File: config.mk
export PLATFORM = sky130hd
export DESIGN_NAME = lsu_queue
export DESIGN_NICKNAME = d
export VERILOG_FILES = /design/src/rtl/lsu_queue.sv
export SDC_FILE = /design/constraint.sdc
export NUM_CORES = 1
export LEC_CHECK = 0
export BUFFER_PORTS_ARGS = -buffer_cell sky130_fd_sc_hd__buf_2
export CORE_ASPECT_RATIO = 0.8
export CORE_MARGIN = 2
export CORE_UTILIZATION = 30
export CTS_BUF_LIST = sky130_fd_sc_hd__clkbuf_16
export DETAILED_ROUTE_END_ITERATION = 8
export PLACE_DENSITY = 0.57
export SETUP_SLACK_MARGIN = 0.05
export SKIP_CTS_REPAIR_TIMING = 1
export SLEW_MARGIN = 10
export SYNTH_ARGS = -nofsm -noshare
export SYNTH_HDL_FRONTEND = slang
export SYNTH_SLANG_ARGS = --single-unit
File: constraint.sdc
create_clock -name clk_i -period 16.1 [get_ports clk_i]
set_clock_uncertainty 0.05 [all_clocks]
set_input_delay 2.415 -clock clk_i [delete_from_list [all_inputs] [get_ports clk_i]]
set_output_delay 2.415 -clock clk_i [all_outputs]
set_load 0.02 [all_outputs]
File: src/rtl/lsu_queue.sv
// rtl/lsu_queue.sv - in-order load/store queue with split req/rsp memory bus
// Purpose: computes src1+imm, queues up to DEPTH memory uops, issues them in order
//          to a req/rsp bus with several requests outstanding, and retires results in
//          program order on a registered writeback port.
// Ports:   clk_i/reset_i (async, active-high); uop_* issue side with uop_ready_o and
//          mem_stall_o; mem_req_* request channel (valid/grant); mem_rsp_* response
//          channel (in request order); result_* one-cycle retire pulse with data/tag/err.
module lsu_queue #(
  parameter int DATA_WIDTH = 32,
  parameter int ADDR_WIDTH = 32,
  parameter int IMM_WIDTH  = 12,
  parameter int DEPTH      = 4,
  parameter int TAG_WIDTH  = 5
) (
  input  logic                    clk_i,
  input  logic                    reset_i,
  input  logic                    uop_valid_i,
  input  logic                    uop_is_load_i,
  input  logic                    uop_is_store_i,
  input  logic [2:0]              ctrl_mem_i,
  input  logic [DATA_WIDTH-1:0]   src1_i,
  input  logic [DATA_WIDTH-1:0]   src2_i,
  input  logic [IMM_WIDTH-1:0]    immediate_i,
  input  logic [TAG_WIDTH-1:0]    uop_tag_i,
  output logic                    uop_ready_o,
  output logic                    mem_stall_o,
  output logic                    mem_req_valid_o,
  input  logic                    mem_req_grant_i,
  output logic [ADDR_WIDTH-1:0]   mem_req_addr_o,
  output logic                    mem_req_we_o,
  output logic [DATA_WIDTH/8-1:0] mem_req_be_o,
  output logic [DATA_WIDTH-1:0]   mem_req_wdata_o,
  input  logic                    mem_rsp_valid_i,
  input  logic [DATA_WIDTH-1:0]   mem_rsp_rdata_i,
  input  logic                    mem_rsp_err_i,
  output logic                    result_valid_o,
  output logic [DATA_WIDTH-1:0]   result_data_o,
  output logic [TAG_WIDTH-1:0]    result_tag_o,
  output logic                    result_is_load_o,
  output logic                    result_err_o
);
  localparam int BE_W  = DATA_WIDTH / 8;
  localparam int OFF_W = $clog2(BE_W);
  localparam int PTR_W = $clog2(DEPTH);
  localparam int CNT_W = PTR_W + 1;

  logic [ADDR_WIDTH-1:0] ent_addr_q  [DEPTH];
  logic [1:0]            ent_size_q  [DEPTH];
  logic                  ent_sign_q  [DEPTH];
  logic                  ent_we_q    [DEPTH];
  logic                  ent_err_q   [DEPTH];
  logic [BE_W-1:0]       ent_be_q    [DEPTH];
  logic [DATA_WIDTH-1:0] ent_wdata_q [DEPTH];
  logic [TAG_WIDTH-1:0]  ent_tag_q   [DEPTH];

  // Entries head..iss-1 are on the bus (out_q of them); iss..tail-1 await issue.
  logic [PTR_W-1:0] head_q, head_d, tail_q, tail_d, iss_q, iss_d;
  logic [CNT_W-1:0] count_q, count_d, out_q, out_d;

  logic                  res_valid_q, res_valid_d, res_is_load_q, res_is_load_d;
  logic                  res_err_q, res_err_d;
  logic [DATA_WIDTH-1:0] res_data_q, res_data_d;
  logic [TAG_WIDTH-1:0]  res_tag_q, res_tag_d;

  logic [ADDR_WIDTH-1:0] acc_addr;
  logic [1:0]            acc_size;
  logic [OFF_W-1:0]      acc_off;
  logic                  acc_bad;
  int                    acc_nbytes;
  logic [BE_W-1:0]       acc_be;
  logic [DATA_WIDTH-1:0] acc_wdata;

  logic [OFF_W-1:0]      head_off;
  logic [DATA_WIDTH-1:0] ld_shift, ld_ext;
  int                    ld_bits;
  logic                  ld_msb;

  logic full, accept, pending, iss_err, issue, err_retire, rsp_pop, pop;

  // Address generation, legality and lane placement for the incoming uop.
  always_comb begin
    acc_addr = src1_i[ADDR_WIDTH-1:0]
             + {{(ADDR_WIDTH-IMM_WIDTH){immediate_i[IMM_WIDTH-1]}}, immediate_i};
    acc_size = ctrl_mem_i[1:0];
    acc_off  = acc_addr[OFF_W-1:0];
    acc_bad  = (ctrl_mem_i == 3'b111) ||
               ((DATA_WIDTH == 32) && (ctrl_mem_i == 3'b011 || ctrl_mem_i == 3'b110));
    case (acc_size)
      2'd1:    acc_bad = acc_bad | acc_addr[0];
      2'd2:    acc_bad = acc_bad | (acc_addr[1:0] != 2'b00);
      2'd3:    acc_bad = acc_bad | (acc_addr[2:0] != 3'b000);
      default: acc_bad = acc_bad;
    endcase
    acc_nbytes = 1 << acc_size;
    for (int b = 0; b < BE_W; b++) begin
      acc_be[b] = (b >= int'(acc_off)) && (b < int'(acc_off) + acc_nbytes);
    end
    case (acc_size)
      2'd0:    acc_wdata = {BE_W{src2_i[7:0]}};
      2'd1:    acc_wdata = {(BE_W/2){src2_i[15:0]}};
      2'd2:    acc_wdata = {(DATA_WIDTH/32){src2_i[31:0]}};
      default: acc_wdata = src2_i;
    endcase
  end

  // Lane select and sign/zero extension of the response for the head entry.
  always_comb begin
    head_off = ent_addr_q[head_q][OFF_W-1:0];
    ld_shift = mem_rsp_rdata_i >> {head_off, 3'b000};
    ld_bits  = 8 << ent_size_q[head_q];
    case (ent_size_q[head_q])
      2'd0:    ld_msb = ld_shift[7];
      2'd1:    ld_msb = ld_shift[15];
      2'd2:    ld_msb = ld_shift[31];
      default: ld_msb = ld_shift[DATA_WIDTH-1];
    endcase
    for (int i = 0; i < DATA_WIDTH; i++) begin
      ld_ext[i] = (i < ld_bits) ? ld_shift[i] : (ent_sign_q[head_q] & ld_msb);
    end
  end

  always_comb begin
    full       = (count_q == CNT_W'(DEPTH));
    accept     = uop_valid_i & !full & (uop_is_load_i | uop_is_store_i);
    pending    = (count_q != out_q);
    iss_err    = ent_err_q[iss_q];
    issue      = pending & !iss_err & mem_req_grant_i;
    // A bad entry waits until everything ahead of it has retired, then retires itself.
    err_retire = pending & iss_err & (out_q == '0);
    rsp_pop    = mem_rsp_valid_i & (out_q != '0);
    pop        = rsp_pop | err_retire;

    tail_d  = accept ? tail_q + PTR_W'(1) : tail_q;
    head_d  = pop ? head_q + PTR_W'(1) : head_q;
    iss_d   = (issue | err_retire) ? iss_q + PTR_W'(1) : iss_q;
    count_d = count_q + CNT_W'(accept) - CNT_W'(pop);
    out_d   = out_q + CNT_W'(issue) - CNT_W'(rsp_pop);

    res_valid_d   = pop;
    res_data_d    = res_data_q;
    res_tag_d     = res_tag_q;
    res_is_load_d = res_is_load_q;
    res_err_d     = res_err_q;
    if (pop) begin
      res_tag_d     = ent_tag_q[head_q];
      res_is_load_d = !ent_we_q[head_q];
      res_err_d     = err_retire | mem_rsp_err_i;
      res_data_d    = (err_retire || mem_rsp_err_i || ent_we_q[head_q]) ? '0 : ld_ext;
    end
  end

  always_ff @(posedge clk_i or posedge reset_i) begin
    if (reset_i) begin
      head_q        <= '0;
      tail_q        <= '0;
      iss_q         <= '0;
      count_q       <= '0;
      out_q         <= '0;
      res_valid_q   <= 1'b0;
      res_data_q    <= '0;
      res_tag_q     <= '0;
      res_is_load_q <= 1'b0;
      res_err_q     <= 1'b0;
      for (int e = 0; e < DEPTH; e++) begin
        ent_addr_q[e]  <= '0;
        ent_size_q[e]  <= '0;
        ent_sign_q[e]  <= 1'b0;
        ent_we_q[e]    <= 1'b0;
        ent_err_q[e]   <= 1'b0;
        ent_be_q[e]    <= '0;
        ent_wdata_q[e] <= '0;
        ent_tag_q[e]   <= '0;
      end
    end else begin
      if (accept) begin
        ent_addr_q[tail_q]  <= acc_addr;
        ent_size_q[tail_q]  <= acc_size;
        ent_sign_q[tail_q]  <= !ctrl_mem_i[2];
        ent_we_q[tail_q]    <= uop_is_store_i;
        ent_err_q[tail_q]   <= acc_bad;
        ent_be_q[tail_q]    <= acc_be;
        ent_wdata_q[tail_q] <= acc_wdata;
        ent_tag_q[tail_q]   <= uop_tag_i;
      end
      head_q        <= head_d;
      tail_q        <= tail_d;
      iss_q         <= iss_d;
      count_q       <= count_d;
      out_q         <= out_d;
      res_valid_q   <= res_valid_d;
      res_data_q    <= res_data_d;
      res_tag_q     <= res_tag_d;
      res_is_load_q <= res_is_load_d;
      res_err_q     <= res_err_d;
    end
  end

  assign uop_ready_o      = !full;
  assign mem_stall_o      = uop_valid_i & (uop_is_load_i | uop_is_store_i) & full;
  assign mem_req_valid_o  = pending & !iss_err;
  assign mem_req_addr_o   = {ent_addr_q[iss_q][ADDR_WIDTH-1:OFF_W], {OFF_W{1'b0}}};
  assign mem_req_we_o     = ent_we_q[iss_q];
  assign mem_req_be_o     = ent_be_q[iss_q];
  assign mem_req_wdata_o  = ent_wdata_q[iss_q];
  assign result_valid_o   = res_valid_q;
  assign result_data_o    = res_data_q;
  assign result_tag_o     = res_tag_q;
  assign result_is_load_o = res_is_load_q;
  assign result_err_o     = res_err_q;

endmodule
==> results of run 1 <==
worst max-delay path, delay by kind of cell, from the launching register on:
kind | cells | cell delay (ns)
buffers and inverters | 2 | 1.03
DFF | 1 | 0.80
muxes | 1 | 0.68
worst max-delay path by stage:
stage	endpoint	slack, ns	cells after the start
global placement	ent_addr_q[61]	10.32	8
finish	mem_req_addr_o[2]	10.51	3
global route	mem_req_addr_o[2]	10.25	3
floorplan	count_q[0]	3.53	1
detailed placement	ent_addr_q[61]	10.16	8
CTS	mem_req_addr_o[2]	10.32	3
state kept, by name, indices dropped and copies added (netlist names), 3 cells and up:
signal	flops
count_q	3
ent_addr_q	128
ent_be_q	16
ent_err_q	4
ent_sign_q	4
ent_size_q	8
ent_tag_q	20
ent_wdata_q	128
ent_we_q	4
out_q	3
result_data_o	32
result_tag_o	5
synthesized netlist by cell type, types with 9 or more instances:
| library cell | number |
|---|---|
| nand2_1 | 506 |
| dfrtp_1 | 364 |
| o21ai_0 | 183 |
| clkbuf_1 | 119 |
| a21oi_1 | 82 |
| mux4_2 | 79 |
| nor2_1 | 55 |
| nand3_1 | 51 |
| mux2i_1 | 44 |
| ha_1 | 41 |
| mux2_2 | 33 |
| nand4_1 | 31 |
| inv_1 | 25 |
| o211ai_1 | 21 |
| xnor2_1 | 21 |
| nor3_1 | 19 |
| a22o_1 | 15 |
| nor2b_1 | 15 |
| buf_1 | 14 |
| o31ai_1 | 13 |
| or4_1 | 12 |
| a211oi_1 | 11 |
| or3_1 | 10 |
| xor2_1 | 10 |
| a221o_1 | 9 |
kinds of logic after synthesis:
kind of cell | after synthesis | synth area share, %
adder cells (fa/ha/maj) | 44 | 3.05
AO/OA/AOI/OAI | 404 | 13.1
XOR/XNOR | 32 | 1.53
AND/OR/NAND/NOR | 727 | 16.5
flip-flops | 364 | 48.4
other | 1 | 0.0199
buffers and inverters | 169 | 3.53
multiplexers | 156 | 13.8
stage by stage:
step	total power [mW]	util (%)	setup WS, ns	instances
2_1_floorplan	2.92	-	3.53	1898
3_5_place_dp	3.54	33.2	10.16	2844
5_1_grt	4.76	35.4	10.25	2923
6_report	4.45	35.4	10.51	2923
4_1_cts	4.51	35.4	10.32	2921
3_3_place_gp	3.48	33.2	10.32	2844
power by group through the flow:
stage	clock network (mW)	logic [mW]	registers, mW
floorplan	0	1.40	1.52
global placement	0	1.90	1.58
detailed placement	0	1.94	1.61
CTS	0.980	1.94	1.59
global route	1.02	2.10	1.65
finish	0.950	1.90	1.59
metal layers:
metal / track usage, % / share of wire, %
met5: 0 / 0
met4: 5.04 / 2.3
met3: 2.77 / 5.4
met2: 27.0 / 46
met1: 24.2 / 46
layout make-up:
cell class	instances	area share, %
Clock buffer	43	4.88
Sequential cell	364	41.4
Tap cell	840	4.77
Clock inverter	34	1.31
Timing Repair Buffer	250	5.93
Antenna cell	2	0.0227
Inverter	25	0.460
Multi-Input combinational cell	1365	41.2
==> qor.csv, run 1 <==
metric;value;unit
status;finished clean;
whs_endpoint;result_data_o[15];
cp_slowest_cell;buf_4;
drive_gt1_share;21.6;%
avgSynthCellArea;9.92;um2
synth_top_area_share;48.4;%
antenna_found_initial;2;
crit_chain;buf_4 > mux4_2 > buf_2;
first_global_vias;14995;
chipHeight;228;um
r2r_start;iss_q[0];
io_pins;236;
n_fill_cell;6267;
nets;2216;
synth_edf_count;0;
clockBufferDepth;3;
netlist_instances;1897;
dp_hpwl;37.2;mm
coreArea;0.0623;mm2
wirelength;56.1;mm
gr-total-overflow;0;
startpoint;iss_q[0];
synthFlopType;dfrtp_1;
grt_pass1_wl;87.7;mm
max_freq;0.179;GHz
reg2reg_to;count_q[2];
max_stage_delay;0.83;ns
fp.dieW;284;um
relSlewSlack;21.7;%
clock_power_share;21.4;%
drtAntennaViolNets;0;
combPwrFrac;42.8;%
cp.required;13.64;ns
finalInstanceArea;0.0220;mm2
hold_depth;2;
cts_buffers;42;
yosysUniqueCellTypes;73;
ys_ff_latch;364;
routedWlPerCell;19.2;um
switching_share;40.1;%
synthArstFlopShare;100;%
synth_area_leaders;dfrtp_1, nand2_1, mux4_2;
clock_sinks;364;
vdd_drop_max;0.000105;V
switchingPower;1.78;mW
drt_iter0_markers;1261;
rr_worst_depth;10;
finalSetupViolCount;0;
worst_hold_startpoint;result_data_o[15];
max_slew.worst_pin.slew;1.17;ns
whs;0.412;ns
drv_slew;0;
drc_errors;0;
fin_crit;5.59;ns
synth_seq_area_share;48.4;%
port_buffers;233;
mostFrequentLayoutCells;nand2_1, dfrtp_1, buf_2;
rows;82;
synthesis.area;0.0188;mm2
grt_max_degree;169;
power_density;202;mW/mm2
clk_pin_slew;0.07;ns
hp-class;reg -> reg;
critPathArrivalTime;3.12;ns
cp_max_fo;44;
firstDrtPassIters;5;
globalplace.congestion;0.887;
crit_type;reg -> out;
hold_viol_final;0;
multi_input_area;0.00909;mm2
start_kind;flop;
min_period_over_period;34.7;%
via_count;15195;
placed_area;0.0207;mm2
ff2ff_setup_slack;11.89;ns
regArea;0.00912;mm2
clock_latency;0.57;ns
internal_power;2.66;mW
cts-root-buf;clkbuf_16;
synth_warnings;0;
p_leak;10.3;nW
viasPerCell;5.20;
mostFrequentLayoutCell;nand2_1;
dieArea;0.0647;mm2
end_kind;primary output;
seqPwrFrac;35.8;%
rsz0062_at_grt;no;
drv_cap;0;
finalSetupTns;0;ns
start_util;30.2;%
grtUsageTotal;17.1;%
synth_top_cell_by_area;dfrtp_1;
cts_max_level;2;
area_delta_synth_final;17.1;%
cts_tree;yes;
Note: power is estimated with default switching activity, not from simulation.
==> run 2: changes to the inputs <==
ABC_AREA = 1   (was not set)
PLACE_DENSITY = 0.58   (was 0.57)
clock period = 4.6 ns   (was 16.1 ns; I/O delays follow)
==> qor.csv, run 2 <==
metric;value;unit
status;finished clean;
wirelength;63.3;mm
max_slew.worst_pin.slew;1.02;ns
firstDrtPassIters;5;
switching_share;45.5;%
synth_top_area_share;47.3;%
port_buffers;233;
relSlewSlack;31.6;%
crit_type;reg -> out;
synthArstFlopShare;100;%
avgSynthCellArea;7.40;um2
ff2ff_setup_slack;1.44;ns
routedWlPerCell;17.3;um
cts-root-buf;clkbuf_16;
dp.cells;3572;
synth_seq_area_share;47.3;%
finalInstanceArea;0.0225;mm2
combPwrFrac;46.3;%
drtAntennaViolNets;0;
clock_latency;0.57;ns
cts_tree;yes;
clockBufferDepth;3;
synth_area_leaders;dfrtp_1, nand2_1, o21ai_0;
cp_max_fo;116;
mostFrequentLayoutCells;nand2_1, dfrtp_1, o21ai_0;
drv_cap;0;
hp-class;in -> async;
total_power;16.8;mW
dp_hpwl;41.0;mm
synth_edf_count;0;
grt_max_degree;117;
max_stage_delay;0.74;ns
netlist_instances;2604;
drc_errors;0;
setup_slack;0.737;ns
nets;2934;
start_kind;flop;
final_cells;3651;
first_global_vias;16644;
synth_top_cell_by_area;dfrtp_1;
cts_max_level;2;
drv_slew;0;
drt_iter0_markers;1282;
synth_commonest_cells;nand2_1, dfrtp_1, o21ai_0, nor2_1, nand3_1;
mostFrequentLayoutCell;nand2_1;
power_density;744;mW/mm2
finalSetupViolCount;0;
fin_crit;3.86;ns
yosysUniqueCellTypes;41;
coreArea;0.0639;mm2
gr-total-overflow;0;
placed_area;0.0211;mm2
synthesis.area;0.0193;mm2
r2r_start;iss_q[0];
switchingPower;7.63;mW
synth_warnings;0;
crit_chain;inv_4 > buf_12 > o21ai_0 > o22ai_1 > buf_2;
min_period_over_period;84.0;%
ys_ff_latch;364;
max_freq;0.259;GHz
regArea;0.00911;mm2
clk_pin_slew;0.07;ns
vdd_drop_max;0.000325;V
internal_power;9.14;mW
area_delta_synth_final;16.8;%
rows;83;
antenna_found_initial;5;
synthFlopType;dfrtp_1;
p_leak;11.8;nW
clock_sinks;364;
fp.dieW;287;um
chipHeight;231;um
grtUsageTotal;19.0;%
multi_input_area;0.00894;mm2
cp.required;3.86;ns
startpoint;iss_q[0];
io_pins;236;
start_util;30.2;%
whs;0.305;ns
rsz0062_at_grt;no;
yosysMostFrequentCell;nand2_1;
seqPwrFrac;33.2;%
finalSetupTns;0;ns
hold_viol_final;0;
globalplace.congestion;0.893;
dp_slack;1.19;ns
grt_pass1_wl;99.0;mm
via_count;17691;
drive_gt1_share;13.1;%
cp_slowest_cell;dfrtp_4;
dieArea;0.0663;mm2
cts_buffers;42;
critPathArrivalTime;3.12;ns
n_fill_cell;6843;
clock_power_share;20.5;%
final_util;35.3;%
end_kind;primary output;
viasPerCell;4.85;
run 2: cell types whose count changed in the layout (fill, tap and decap cells not counted), sizes merged, moves of 24 or more:
cell and delta:
nor2 +146, nand4 -24, mux4 -79, nand3 +114, o22ai +66, a21oi -29, mux2 -33, o21ai +107
nand2 +530, inv +140, mux2i -44
run 2: power by group through the flow:
stage / registers (mW) / clock network, mW / logic (mW)
after floorplan: 5.50 / 0 / 5.47
after global placement: 5.58 / 0 / 7.75
after detailed placement: 5.59 / 0 / 7.84
after CTS: 5.57 / 3.52 / 7.86
after global routing: 5.76 / 3.66 / 8.68
final: 5.57 / 3.44 / 7.75
run 2: area by class of cell:
class,count,share of cell area [%]
sequential,364,40.5
inverter,160,2.72
antenna,2,0.0222
tap,850,4.72
multi-input combinational,1942,39.7
clock inverter,34,1.36
timing repair buffer,256,6.22
clock buffer,43,4.78
run 2: layer usage:
layer	global-route usage, %	up-vias	wire [um]
met3	2.71	73	3710
met4	4.69	4	1080
met1	28.5	8421	31200
li1	-	8689	-
met5	0	-	24
met2	28.5	504	27300
run 2: path summary, 6_finish.rpt:
kind	to	cells past startpoint
hold reg to reg	result_data_o[5]	2
setup / recovery	mem_req_wdata_o[26]	5
setup reg to reg	result_is_load_o	8
min in group clk_i	result_err_o	3
hold / removal	out_q[0]	2
max in group asynchronous	ent_addr_q[91]	3
run 2: kinds of logic after synthesis:
kind of cell    Yosys count  share of synthesized area, %
fa+ha+maj                44                          2.97
other cells               1                        0.0195
buf+inv                 299                          6.54
xor+xnor                 25                          1.14
flops                   364                          47.3
compound gates          442                          12.2
simple gates           1429                          29.9
run 2: worst max-delay path: cells and delay by family (launching register included):
kind,cells,cell delay [ns]
DFF,1,0.74
buffers and inverters,3,0.99
AOI/OAI and AO/OA,2,0.61
==> run 3: changes to the inputs <==
clock period = 3.25 ns   (was 4.6 ns; I/O delays follow)
==> qor.csv, run 3 (synthesized netlist as in run 2, its figures left out) <==
metric;value;unit
status;finished clean;
critPathArrivalTime;2.55;ns
hold_depth;3;
fin_crit;3.08;ns
r2r_start;iss_q[1];
max_freq;0.324;GHz
grt_max_degree;123;
first_global_vias;16781;
power_density;1060;mW/mm2
clockBufferDepth;3;
port_buffers;233;
hold_viol_final;0;
reg2reg_to;out_q[2];
dp.cells;3591;
grt_pass1_wl;98.2;mm
viasPerCell;4.79;
nets;2955;
dieArea;0.0663;mm2
multi_input_area;0.00895;mm2
rsz0062_at_grt;no;
worst_hold_startpoint;uop_tag_i[0];
antenna_found_initial;6;
cp_max_fo;48;
min_period_over_period;94.9;%
cts_tree;yes;
finalInstanceArea;0.0229;mm2
regArea;0.00911;mm2
dp_hpwl;40.9;mm
hp-class;in -> reg;
rr_worst_depth;11;
fp.dieW;287;um
drt_iter0_markers;1240;
finalSetupTns;0;ns
gr-total-overflow;0;
cts-root-buf;clkbuf_16;
drive_gt1_share;13.9;%
end_kind;primary output;
vdd_drop_max;0.000403;V
drv_cap;0;
final_cells;3672;
via_count;17591;
mostFrequentLayoutCell;nand2_1;
area_delta_synth_final;18.8;%
drc_errors;0;
n_fill_cell;6744;
firstDrtPassIters;5;
relSlewSlack;47.0;%
mostFrequentLayoutCells;nand2_1, dfrtp_1, o21ai_0;
globalplace.congestion;0.887;
drtAntennaViolNets;0;
max_slew.worst_pin.slew;0.795;ns
cts_buffers;43;
crit_type;reg -> out;
coreArea;0.0639;mm2
cts_max_level;2;
io_pins;236;
routedWlPerCell;17.0;um
placed_area;0.0214;mm2
clock_sinks;364;
chipHeight;231;um
clock_latency;0.58;ns
ff2ff_setup_slack;0.67;ns
wirelength;62.4;mm
start_kind;flop;
clk_pin_slew;0.06;ns
drv_slew;0;
start_util;30.2;%
grtUsageTotal;18.8;%
finalSetupViolCount;0;
whs_endpoint;ent_tag_q[0];
total_power;24.2;mW
cp.required;2.71;ns
p_leak;12.1;nW
rows;83;
-- run 3: cell count changes in the layout (fill, tap and decap cells not counted), moves of 2 or more --
| cell | delta |
|---|---|
| buf_12 | +10 |
| bufinv_16 | +2 |
| buf_4 | +9 |
| inv_2 | +3 |
| clkinv_1 | -6 |
-- run 3: critical path, cell delays in order (launching register included) --
cell and delay (ns):
dfrtp_4 0.57, inv_4 0.32, buf_12 0.29, o21ai_0 0.11, o22ai_1 0.39, buf_2 0.26
-- run 3: where the power goes --
group / switching [mW] / internal [mW]
registers: 1.10 / 6.62
logic: 7.72 / 3.62
clock network: 2.02 / 3.09
total: 10.8 / 13.3
-- run 3: area by class of cell --
class / count / area share [%]
diodes: 1 / 0.0109
well taps: 850 / 4.65
clock inverters: 35 / 1.64
clock buffers: 44 / 4.81
multi-input cells: 1942 / 39.1
flip-flops and latches: 364 / 39.8
inverters: 160 / 2.66
repair buffers: 276 / 7.33
-- run 3: routing by layer --
layer,wire (um),part of all wire [%],GRT usage (%)
met4,971,1.6,4.35
met3,4430,7.1,4.05
met2,27100,43,28.5
met5,13,0.021,0
met1,29900,48,27.3
-- run 3: stage by stage --
stage,hold slack [ns],util [%],worst slack [ns]
6_report,0.109,35.8,0.166
5_1_grt,0.0754,35.8,0.0593
4_1_cts,-0.259,35.8,0.0958
3_5_place_dp,0.349,33.5,0.150
3_3_place_gp,0.354,33.5,0.160
2_1_floorplan,0.394,-,-2.17
-- run 3: how the worst max path moves through the flow --
stage,from,to,slack (ns),depth (start not counted)
final,iss_q[0],mem_req_wdata_o[8],0.17,5
after global routing,iss_q[0],mem_req_wdata_o[8],0.06,5
after CTS,iss_q[0],mem_req_wdata_o[8],0.1,5
after detailed placement,src1_i[0],ent_be_q[10],0.15,16
after global placement,src1_i[0],ent_be_q[10],0.16,16
after floorplan,reset_i,count_q[0],-2.17,1
